$ cat config.mk
export PLATFORM = sky130hd
export DESIGN_NAME = flash_prog_seq
export DESIGN_NICKNAME = d
export VERILOG_FILES = /design/src/rtl/flash_pkg.sv /design/src/rtl/flash_chunk_buf.sv /design/src/rtl/flash_prog_seq.sv
export SDC_FILE = /design/constraint.sdc
export NUM_CORES = 1
export LEC_CHECK = 0
export ABC_CLOCK_PERIOD_IN_PS = 8300
export CAP_MARGIN = 20
export CELL_PAD_IN_SITES_DETAIL_PLACEMENT = 0
export CELL_PAD_IN_SITES_GLOBAL_PLACEMENT = 1
export CORE_ASPECT_RATIO = 1.75
export CORE_MARGIN = 1.5
export CORE_UTILIZATION = 45
export DETAILED_ROUTE_END_ITERATION = 16
export DONT_BUFFER_PORTS = 1
export GPL_TIMING_DRIVEN = 0
export PLACE_DENSITY = 0.81
export REMOVE_ABC_BUFFERS = 1
export SETUP_SLACK_MARGIN = 0.05
export SYNTH_ARGS = -nofsm -noshare
export SYNTH_HDL_FRONTEND = slang
export SYNTH_SLANG_ARGS = --single-unit
$ cat constraint.sdc
create_clock -name SYS_CLK_I -period 8.3 [get_ports SYS_CLK_I]
set_clock_uncertainty 0.05 [all_clocks]
set_input_delay 1.245 -clock SYS_CLK_I [delete_from_list [all_inputs] [get_ports SYS_CLK_I]]
set_output_delay 1.245 -clock SYS_CLK_I [all_outputs]
set_load 0.03 [all_outputs]
$ cat src/rtl/flash_pkg.sv
// Shared flash definitions: command opcodes, programming-sequencer state encoding
// and the chunk-size helper used by the sequencer.
package flash_pkg;

  localparam logic [7:0] CMD_WR = 8'h00;
  localparam logic [7:0] CMD_RD = 8'h01;
  localparam logic [7:0] CMD_SE = 8'h02;
  localparam logic [7:0] CMD_BE = 8'h03;

  typedef enum logic [2:0] {
    ST_IDLE    = 3'd0,
    ST_CHK     = 3'd1,
    ST_SE_REQ  = 3'd2,
    ST_SE_WAIT = 3'd3,
    ST_FILL    = 3'd4,
    ST_WR_REQ  = 3'd5,
    ST_WR_WAIT = 3'd6,
    ST_FIN     = 3'd7
  } seq_state_t;

  // Bytes in the next write: never past the end of the job, the command limit or the 256-byte page.
  function automatic logic [8:0] chunk_len(input logic [23:0] rem,
                                           input logic [7:0]  addr_lo,
                                           input logic [8:0]  max_num);
    logic [8:0] k;
    logic [8:0] page_left;
    page_left = 9'd256 - {1'b0, addr_lo};
    k = max_num;
    if (page_left < k) k = page_left;
    if (rem < {15'd0, k}) k = rem[8:0];
    return k;
  endfunction

endpackage

$ cat src/rtl/flash_chunk_buf.sv
// Byte-lane assembly buffer: bytes land in consecutive lanes starting at lane 0,
// unwritten lanes stay zero until the next clear.
module flash_chunk_buf #(
  parameter int C_MAX_BYTE_NUM = 4
) (
  input  logic                              i_clk,
  input  logic                              i_rst_n,
  input  logic                              i_clr,
  input  logic                              i_wr,
  input  logic [7:0]                        i_data,
  output logic [$clog2(C_MAX_BYTE_NUM):0]   o_idx,
  output logic [C_MAX_BYTE_NUM*8-1:0]       o_data
);

  localparam int CW = $clog2(C_MAX_BYTE_NUM) + 1;

  logic [CW-1:0] r_idx;
  logic [7:0]    r_lane [C_MAX_BYTE_NUM];

  always_ff @(posedge i_clk or negedge i_rst_n) begin
    if (!i_rst_n) begin
      r_idx <= '0;
      for (int i = 0; i < C_MAX_BYTE_NUM; i++) r_lane[i] <= 8'd0;
    end else if (i_clr) begin
      r_idx <= '0;
      for (int i = 0; i < C_MAX_BYTE_NUM; i++) r_lane[i] <= 8'd0;
    end else if (i_wr) begin
      for (int i = 0; i < C_MAX_BYTE_NUM; i++) begin
        if (r_idx == CW'(i)) r_lane[i] <= i_data;
      end
      r_idx <= r_idx + CW'(1);
    end
  end

  always_comb begin
    o_data = '0;
    for (int i = 0; i < C_MAX_BYTE_NUM; i++) o_data[8*i +: 8] = r_lane[i];
  end

  assign o_idx = r_idx;

endmodule

$ cat src/rtl/flash_prog_seq.sv
// Flash programming sequencer: erases each touched sector, then streams bytes into
// page-bounded write commands for the flash controller, with a per-command watchdog.
module flash_prog_seq
  import flash_pkg::*;
#(
  parameter int C_MAX_BYTE_NUM    = 4,
  parameter int C_SECTOR_BITS     = 16,
  parameter int C_TIMEOUT_CLK_NUM = 24'hFFFFFF
) (
  input  logic                              SYS_CLK_I,
  input  logic                              SYS_RST_N_I,
  input  logic                              START_I,
  input  logic [23:0]                       BASE_ADDR_I,
  input  logic [23:0]                       LEN_I,
  input  logic [7:0]                        S_DATA_I,
  input  logic                              S_VALID_I,
  output logic                              S_READY_O,
  output logic [7:0]                        F_CMD_O,
  output logic                              F_START_O,
  output logic [23:0]                       F_ADDR_O,
  output logic [$clog2(C_MAX_BYTE_NUM):0]   F_BYTE_NUM_O,
  output logic [C_MAX_BYTE_NUM*8-1:0]       F_PDATA_O,
  input  logic                              F_BUSY_I,
  input  logic                              F_FINISH_I,
  output logic                              BUSY_O,
  output logic                              DONE_O,
  output logic                              ERR_O,
  output logic [2:0]                        DBG_STATE_O
);

  localparam int          CW        = $clog2(C_MAX_BYTE_NUM) + 1;
  localparam logic [8:0]  MAXN      = 9'(C_MAX_BYTE_NUM);
  localparam logic [23:0] SECT_MASK = ~((24'd1 << C_SECTOR_BITS) - 24'd1);
  localparam logic [23:0] WD_LAST   = 24'(C_TIMEOUT_CLK_NUM - 1);

  seq_state_t                  r_state;
  logic                        r_start_d;
  logic [23:0]                 r_addr;
  logic [23:0]                 r_rem;
  logic                        r_first;
  logic [23:0]                 r_wdog;
  logic                        r_busy;
  logic                        r_done;
  logic                        r_err;
  logic                        r_s_ready;
  logic                        r_f_start;
  logic [7:0]                  r_f_cmd;
  logic [23:0]                 r_f_addr;
  logic [CW-1:0]               r_f_num;
  logic [C_MAX_BYTE_NUM*8-1:0] r_f_pdata;

  logic                        w_start_edge;
  logic                        w_xfer;
  logic [8:0]                  w_k;
  logic [CW-1:0]               w_k_cw;
  logic [CW-1:0]               w_fill_cnt;
  logic                        w_last;
  logic                        w_sect_zero;
  logic                        w_wd_expire;
  logic                        w_buf_clr;
  logic                        w_buf_wr;
  logic [C_MAX_BYTE_NUM*8-1:0] w_buf_data;

  assign w_start_edge = START_I & ~r_start_d;
  assign w_xfer       = S_VALID_I & r_s_ready;
  assign w_k          = chunk_len(r_rem, r_addr[7:0], MAXN);
  assign w_k_cw       = w_k[CW-1:0];
  assign w_last       = w_xfer && ((w_fill_cnt + CW'(1)) == w_k_cw);
  assign w_sect_zero  = (r_addr & ~SECT_MASK) == 24'd0;
  assign w_wd_expire  = (r_wdog == WD_LAST);
  // The buffer is emptied once its contents are captured into the write command,
  // so F_PDATA_O stays stable while the next chunk is assembled.
  assign w_buf_clr    = ((r_state == ST_IDLE) && w_start_edge) ||
                        ((r_state == ST_WR_REQ) && !F_BUSY_I);
  assign w_buf_wr     = (r_state == ST_FILL) && w_xfer;

  flash_chunk_buf #(
    .C_MAX_BYTE_NUM(C_MAX_BYTE_NUM)
  ) u_chunk_buf (
    .i_clk   (SYS_CLK_I),
    .i_rst_n (SYS_RST_N_I),
    .i_clr   (w_buf_clr),
    .i_wr    (w_buf_wr),
    .i_data  (S_DATA_I),
    .o_idx   (w_fill_cnt),
    .o_data  (w_buf_data)
  );

  always_ff @(posedge SYS_CLK_I or negedge SYS_RST_N_I) begin
    if (!SYS_RST_N_I) begin
      r_state   <= ST_IDLE;
      r_start_d <= 1'b0;
      r_addr    <= '0;
      r_rem     <= '0;
      r_first   <= 1'b0;
      r_wdog    <= '0;
      r_busy    <= 1'b0;
      r_done    <= 1'b0;
      r_err     <= 1'b0;
      r_s_ready <= 1'b0;
      r_f_start <= 1'b0;
      r_f_cmd   <= '0;
      r_f_addr  <= '0;
      r_f_num   <= '0;
      r_f_pdata <= '0;
    end else begin
      r_start_d <= START_I;
      r_f_start <= 1'b0;
      r_done    <= 1'b0;
      case (r_state)
        ST_IDLE: begin
          if (w_start_edge) begin
            r_addr  <= BASE_ADDR_I;
            r_rem   <= LEN_I;
            r_first <= 1'b1;
            r_err   <= 1'b0;
            r_busy  <= 1'b1;
            r_state <= ST_CHK;
          end
        end
        ST_CHK: begin
          if (r_rem == 24'd0) begin
            r_state <= ST_FIN;
          end else if (r_first || w_sect_zero) begin
            r_first <= 1'b0;
            r_state <= ST_SE_REQ;
          end else begin
            r_s_ready <= 1'b1;
            r_state   <= ST_FILL;
          end
        end
        ST_SE_REQ: begin
          if (!F_BUSY_I) begin
            r_f_cmd   <= CMD_SE;
            r_f_addr  <= r_addr & SECT_MASK;
            r_f_start <= 1'b1;
            r_wdog    <= '0;
            r_state   <= ST_SE_WAIT;
          end
        end
        ST_SE_WAIT: begin
          if (F_FINISH_I) begin
            r_wdog    <= '0;
            r_s_ready <= 1'b1;
            r_state   <= ST_FILL;
          end else if (w_wd_expire) begin
            r_wdog  <= '0;
            r_err   <= 1'b1;
            r_done  <= 1'b1;
            r_busy  <= 1'b0;
            r_state <= ST_IDLE;
          end else begin
            r_wdog <= r_wdog + 24'd1;
          end
        end
        ST_FILL: begin
          if (w_last) begin
            r_s_ready <= 1'b0;
            r_state   <= ST_WR_REQ;
          end
        end
        ST_WR_REQ: begin
          if (!F_BUSY_I) begin
            r_f_cmd   <= CMD_WR;
            r_f_addr  <= r_addr;
            r_f_num   <= w_k_cw;
            r_f_pdata <= w_buf_data;
            r_f_start <= 1'b1;
            r_wdog    <= '0;
            r_state   <= ST_WR_WAIT;
          end
        end
        ST_WR_WAIT: begin
          if (F_FINISH_I) begin
            r_addr  <= r_addr + {15'd0, w_k};
            r_rem   <= r_rem - {15'd0, w_k};
            r_wdog  <= '0;
            r_state <= ST_CHK;
          end else if (w_wd_expire) begin
            r_wdog  <= '0;
            r_err   <= 1'b1;
            r_done  <= 1'b1;
            r_busy  <= 1'b0;
            r_state <= ST_IDLE;
          end else begin
            r_wdog <= r_wdog + 24'd1;
          end
        end
        ST_FIN: begin
          r_done  <= 1'b1;
          r_busy  <= 1'b0;
          r_state <= ST_IDLE;
        end
        default: r_state <= ST_IDLE;
      endcase
    end
  end

  assign S_READY_O    = r_s_ready;
  assign F_CMD_O      = r_f_cmd;
  assign F_START_O    = r_f_start;
  assign F_ADDR_O     = r_f_addr;
  assign F_BYTE_NUM_O = r_f_num;
  assign F_PDATA_O    = r_f_pdata;
  assign BUSY_O       = r_busy;
  assign DONE_O       = r_done;
  assign ERR_O        = r_err;
  assign DBG_STATE_O  = r_state;

endmodule

# Word-level counts from Yosys, hierarchy flattened
# Cells that the tools add are included.
# op_classes
n_addsub,5
magnitude_cmp,2
eq_ne,24
n_mux,57
bitwise_logic,4
reduce_logical,38
# op_table
op,n
24-bit 2-to-1 mux,9
24-bit one-hot mux with 2 select lines,4
32-bit 2-to-1 mux,2
24-bit zero test,2
8-bit 2-to-1 mux,6
3-bit 2-to-1 mux,11
24-bit by 1-bit adder with 24-bit output (second input constant),1
24-bit by 9-bit adder with 24-bit output,1
24-bit == test (second input constant),1
24-bit by 9-bit < comparator with 1-bit output,1
3-bit one-hot mux with 8 select lines,1
24-bit by 9-bit subtractor with 24-bit output,1
2-bit inequality test (second input constant),11
2-bit nonzero test,10
9-bit 2-to-1 mux,2
1-bit 2-to-1 mux,16
8-bit one-hot mux with 2 select lines,1
4-bit AND reduction,4
3-bit by 2-bit == test with 1-bit output (second input constant),4
3-bit == test (second input constant),4
2-bit AND reduction,6
9-bit by 3-bit < comparator with 1-bit output (second input constant),1
9-bit by 8-bit subtractor with 9-bit output (first input constant),1
3-bit by 1-bit == test with 1-bit output (second input constant),2
other kinds (15),28
# word_totals
regBits,184
elab_cells,150

# Longest topological paths before layout
# depth
depth_word,9
mapped_depth,23
ltp_nobuf,22

# By module
# From an unflattened synthesis, not the netlist that was laid out.
# unflattened
hier_cells,1155
area_unflattened_um2,10264.8
# modules_own_cells
mod,instances,cells_each,area_per_inst_um2,seq_area_each_um2
flash_prog_seq,1,1012,8568.2,3553.4
flash_chunk_buf,1,143,1696.6,875.8

# Worst setup path after synthesis
# No wires, ideal clock.
# synth_timing
kind,flip-flop to flip-flop
from,register r_addr[4]
to,register r_rem[12]
arrival_ns,4.946
path_slack_ns,3.184
stages_incl_launch_ff,19
n_path_buf,0
cell_sequence,dfrtp_1 -> or4_1 -> a211o_1 -> a2111o_1 -> ha_1 -> or2_2 -> a221oi_4 -> o21ai_1 -> mux2i_1 -> ha_1 -> inv_1 -> ha_1 -> a21oi_1 -> a21oi_1 -> o221a_2 -> o2111ai_2 -> nand2_1 -> or4_1 -> a31o_1
# synth_via
elab_chain_cells,8
# synth_lines
element,line,source
"start, declared",flash_prog_seq.sv:38,logic [23:0] r_addr;
"start signal, assigned",flash_prog_seq.sv:175,"r_addr <= r_addr + {15'd0, w_k};"
9-bit by 8-bit subtractor with 9-bit output (*),flash_pkg.sv:27,"page_left = 9'd256 - {1'b0, addr_lo};"
9-bit by 3-bit < comparator with 1-bit output,flash_pkg.sv:29,if (page_left < k) k = page_left;
9-bit 2-to-1 mux (*),flash_pkg.sv:29,
24-bit by 9-bit < comparator with 1-bit output,flash_pkg.sv:30,"if (rem < {15'd0, k}) k = rem[8:0];"
9-bit 2-to-1 mux (*),flash_pkg.sv:30,
net w_k[0],flash_prog_seq.sv:54,logic [8:0] w_k;
24-bit by 9-bit subtractor with 24-bit output (*),flash_prog_seq.sv:176,"r_rem <= r_rem - {15'd0, w_k};"
24-bit 2-to-1 mux (*),flash_prog_seq.sv:174,if (F_FINISH_I) begin
24-bit one-hot mux with 2 select lines (*),flash_prog_seq.sv:110,case (r_state)
"end signal, assigned",flash_prog_seq.sv:176,
"end, declared",flash_prog_seq.sv:39,logic [23:0] r_rem;
# The timed path passes the listed nets; every way through them passes the cells marked *. The select of a mux whose other input is x is not followed.
# A chain may end at the register's enable or synchronous reset.

# Final worst setup path
# layout_timing
from,register r_addr[1]
to,register r_rem[12]
# The elaborated chain is that of the path after synthesis.

==> impl_metrics.yaml <==
outcome:
  status: "finished, final reports clean"
floorplanning:
  dieArea_sq_um: 22700
  die_x_microns: 115
  coreArea_sq_um: 21400
  start_util: 0.458
  io_pins: 137
  fp-row-count: 71
  die-height_microns: 198
global_route:
  grt_pass1_vias: 7958
  globalRouteTotalUtil: 0.239
  grt_max_degree: 178
  grt-ovfl-total: 0
  antenna_found_initial: 0
  grt_pass1_wl_microns: 42000
drt:
  vias_per_cell: 5.77
  drtPass1Iterations: 5
  drt_iter0_markers: 357
  antenna_left: 0
  wire_per_inst_microns: 18.6
  vias: 8072
  routed_wl_microns: 26000
  drc: 0
power:
  leakage_nw: 4.72
  power.density_nw_per_um2: 357
  vdd_ir_drop_max_mv: 0.170
finish:
  num_antenna_cells: 0
  multi_input_comb_area_sq_um: 5060
  synthToLayoutAreaGrowth_pct: 9.99
  fillCellCount: 2053
  layout_commonest_cell: "nand2_1"
  final_cell_mix: "nand2_1, dfrtp_1, a21oi_1, nor2_1, nand3_1"
  finalNetCount: 1188
  fin_cells: 1398
  drive_gt1_frac: 0.0705
  regArea_sq_um: 4430
clock_tree:
  cts_hold_buffers: 0
  clkTransAtPathRegs_ns: 0.06
  htreeDepth: 4
  cts.sink_count: 177
  root_buffer: "clkbuf_16"
  cts_resized: 0
  cts_buffers: 17
  clk_path_buf_depth: 2
  clkLatencyLatePin_ns: 0.45
  cts_tree: "built"
  cts_setup_buffers: 0
synthesis:
  avgSynthCellArea_sq_um: 8.76
  synthTopCellsByArea: "dfrtp_1, nand2_1, a21oi_1, ha_1, nand3_1"
  ys_seq_area_frac: 0.451
  yosys.area.top_type: "dfrtp_1"
  synth_async_sr_flop_share: 1.00
  yosysTopAreaCellShare: 0.451
  yosys_most_used_dff: "dfrtp_1"
  synth_area_sq_um: 9820
  syn_inst: 1121
  synth_edf_count: 0
  synth_cell_types: 87
  yosysWarnings: 0
  ys_ff_latch: 177
setup_path:
  startpoint_type: "register"
  cp_max_fo: 9
  criticalPathCategory: "reg -> reg"
  crit_required_ns: 8.59
  worstPathArrival_ns: 6.31
  cp-end-kind: "register"
sta:
  slew_viol_final: 0
  timing_hold_violations_final: 0
  rsz0062_at_grt: "false"
  tightestPinTransition_ns: 1.03
  fmax_ghz: 0.166
  fin_crit_ns: 6.02
  fin_crit_sh: 0.726
  relSlewSlack: 0.310
  worst_hold_slack_ns: 0.416
  setup-tns-final_ns: 0
  setup_viol: 0
place:
  port_buffers: 0
  globalplace.congestion: 0.900
  place_hpwl_microns: 18800
  placed_cells: 1367
worst_hold_path:
  hold_class: "reg -> reg"
flow_run:
  maxCapViolCount: 0
## final timing paths
kind	startpoint	endpoint	slack [ns]	depth (start not counted)
worst max-delay path	r_addr[1]	r_rem[12]	2.28	20
worst min-delay path	u_chunk_buf.o_data[12]	F_PDATA_O[12]	0.42	2
worst max register to register	r_addr[1]	r_rem[12]	2.28	20
worst min register to register	u_chunk_buf.o_data[12]	F_PDATA_O[12]	0.42	2
max in group asynchronous	SYS_RST_N_I	r_wdog[13]	7.49	0
min in group asynchronous	SYS_RST_N_I	F_PDATA_O[31]	0.44	0
## cell families (layout without fill, tap and decap cells)
| logic type | Yosys count | after routing | synth area share |
|---|---|---|---|
| AO/OA/AOI/OAI | 270 | 270 | 0.196 |
| XOR/XNOR | 32 | 32 | 0.0286 |
| adder cells (fa/ha/maj) | 33 | 33 | 0.0417 |
| buffers and inverters | 97 | 71 | 0.0410 |
| flip-flops | 177 | 177 | 0.451 |
| multiplexers | 5 | 5 | 0.00510 |
| other | 2 | 13 | 0.000765 |
| AND/OR/NAND/NOR | 505 | 505 | 0.236 |
## power breakdown
group	internal, W	total (W)	switching (W)
clock network	0.000532	0.000878	0.000345
logic	0.000498	0.00124	0.000740
registers	0.00115	0.00174	0.000593
total	0.00218	0.00386	0.00168
## registers in the layout, indices dropped and copies added, names as in the netlist
register,count
F_BYTE_NUM_O,3
F_ADDR_O,24
DONE_O,1
r_rem,24
r_first,1
u_chunk_buf.o_data,32
DBG_STATE_O,3
r_start_d,1
F_START_O,1
r_addr,24
S_READY_O,1
r_wdog,24
BUSY_O,1
u_chunk_buf.o_idx,3
ERR_O,1
F_CMD_O,1
F_PDATA_O,32
## per-stage QoR
stage	worst slack [ns]	power [W]	instance area [sq um]	util
final	2.28	0.00386	10800	0.504
after global routing	1.75	0.00411	10800	0.504
after CTS	2.24	0.00387	10800	0.503
after detailed placement	2.26	0.00299	10100	0.473
after global placement	0.0310	0.00291	9930	0.464
after floorplan	3.18	0.00257	9560	-
## synthesized netlist by cell type, types with 4 or more instances
cell type and n:
nand2_1 244, dfrtp_1 177, a21oi_1 94, nor2_1 79, nand3_1 64, clkbuf_1 53, o21ai_0 32, ha_1 31
inv_1 28, nor3_1 23, xnor2_1 19, and3_1 16, o22ai_1 16, a22o_1 14, and2_1 14, a21o_1 13
a311oi_1 13, xor2_1 13, a31oi_1 11, or4_1 10, nor4_1 9, o21ai_1 9, buf_4 8, nand4_1 8
nand2b_1 7, a211oi_1 6, o211ai_1 6, or3_1 6, buf_1 5, mux2i_1 5, o311ai_1 5, o31ai_1 4
## worst max-delay path, cell delays in order (launching register included)
cell	delay (ns)
dfrtp_1	0.49
inv_1	0.15
ha_1	0.27
nor4_1	0.36
nor2_1	0.15
a2111o_1	0.45
ha_1	0.22
or2_2	0.29
a221oi_4	0.33
o21ai_1	0.25
mux2i_1	0.54
ha_1	0.31
inv_1	0.06
ha_1	0.22
a21oi_1	0.23
a21oi_1	0.07
o221a_2	0.30
o2111ai_2	0.32
nand2_1	0.19
or4_1	0.43
a31o_1	0.23
## layer usage
| metal | vias to the layer above | share of wire | global-route usage |
|---|---|---|---|
| met2 | 185 | 0.54 | 0.440 |
| met4 | 0 | 0.037 | 0.100 |
| li1 | 3903 | - | - |
| met5 | - | 0 | 0 |
| met3 | 47 | 0.047 | 0.0634 |
| met1 | 3937 | 0.37 | 0.254 |
## cell type report
| type | count | share of cell area |
|---|---|---|
| repair buffers | 12 | 0.0185 |
| well taps | 292 | 0.0338 |
| clock buffers | 21 | 0.0445 |
| multi-input cells | 858 | 0.468 |
| flip-flops and latches | 177 | 0.410 |
| clock inverters | 9 | 0.0144 |
| inverters | 29 | 0.0101 |
(Power assumes the default switching activity.)
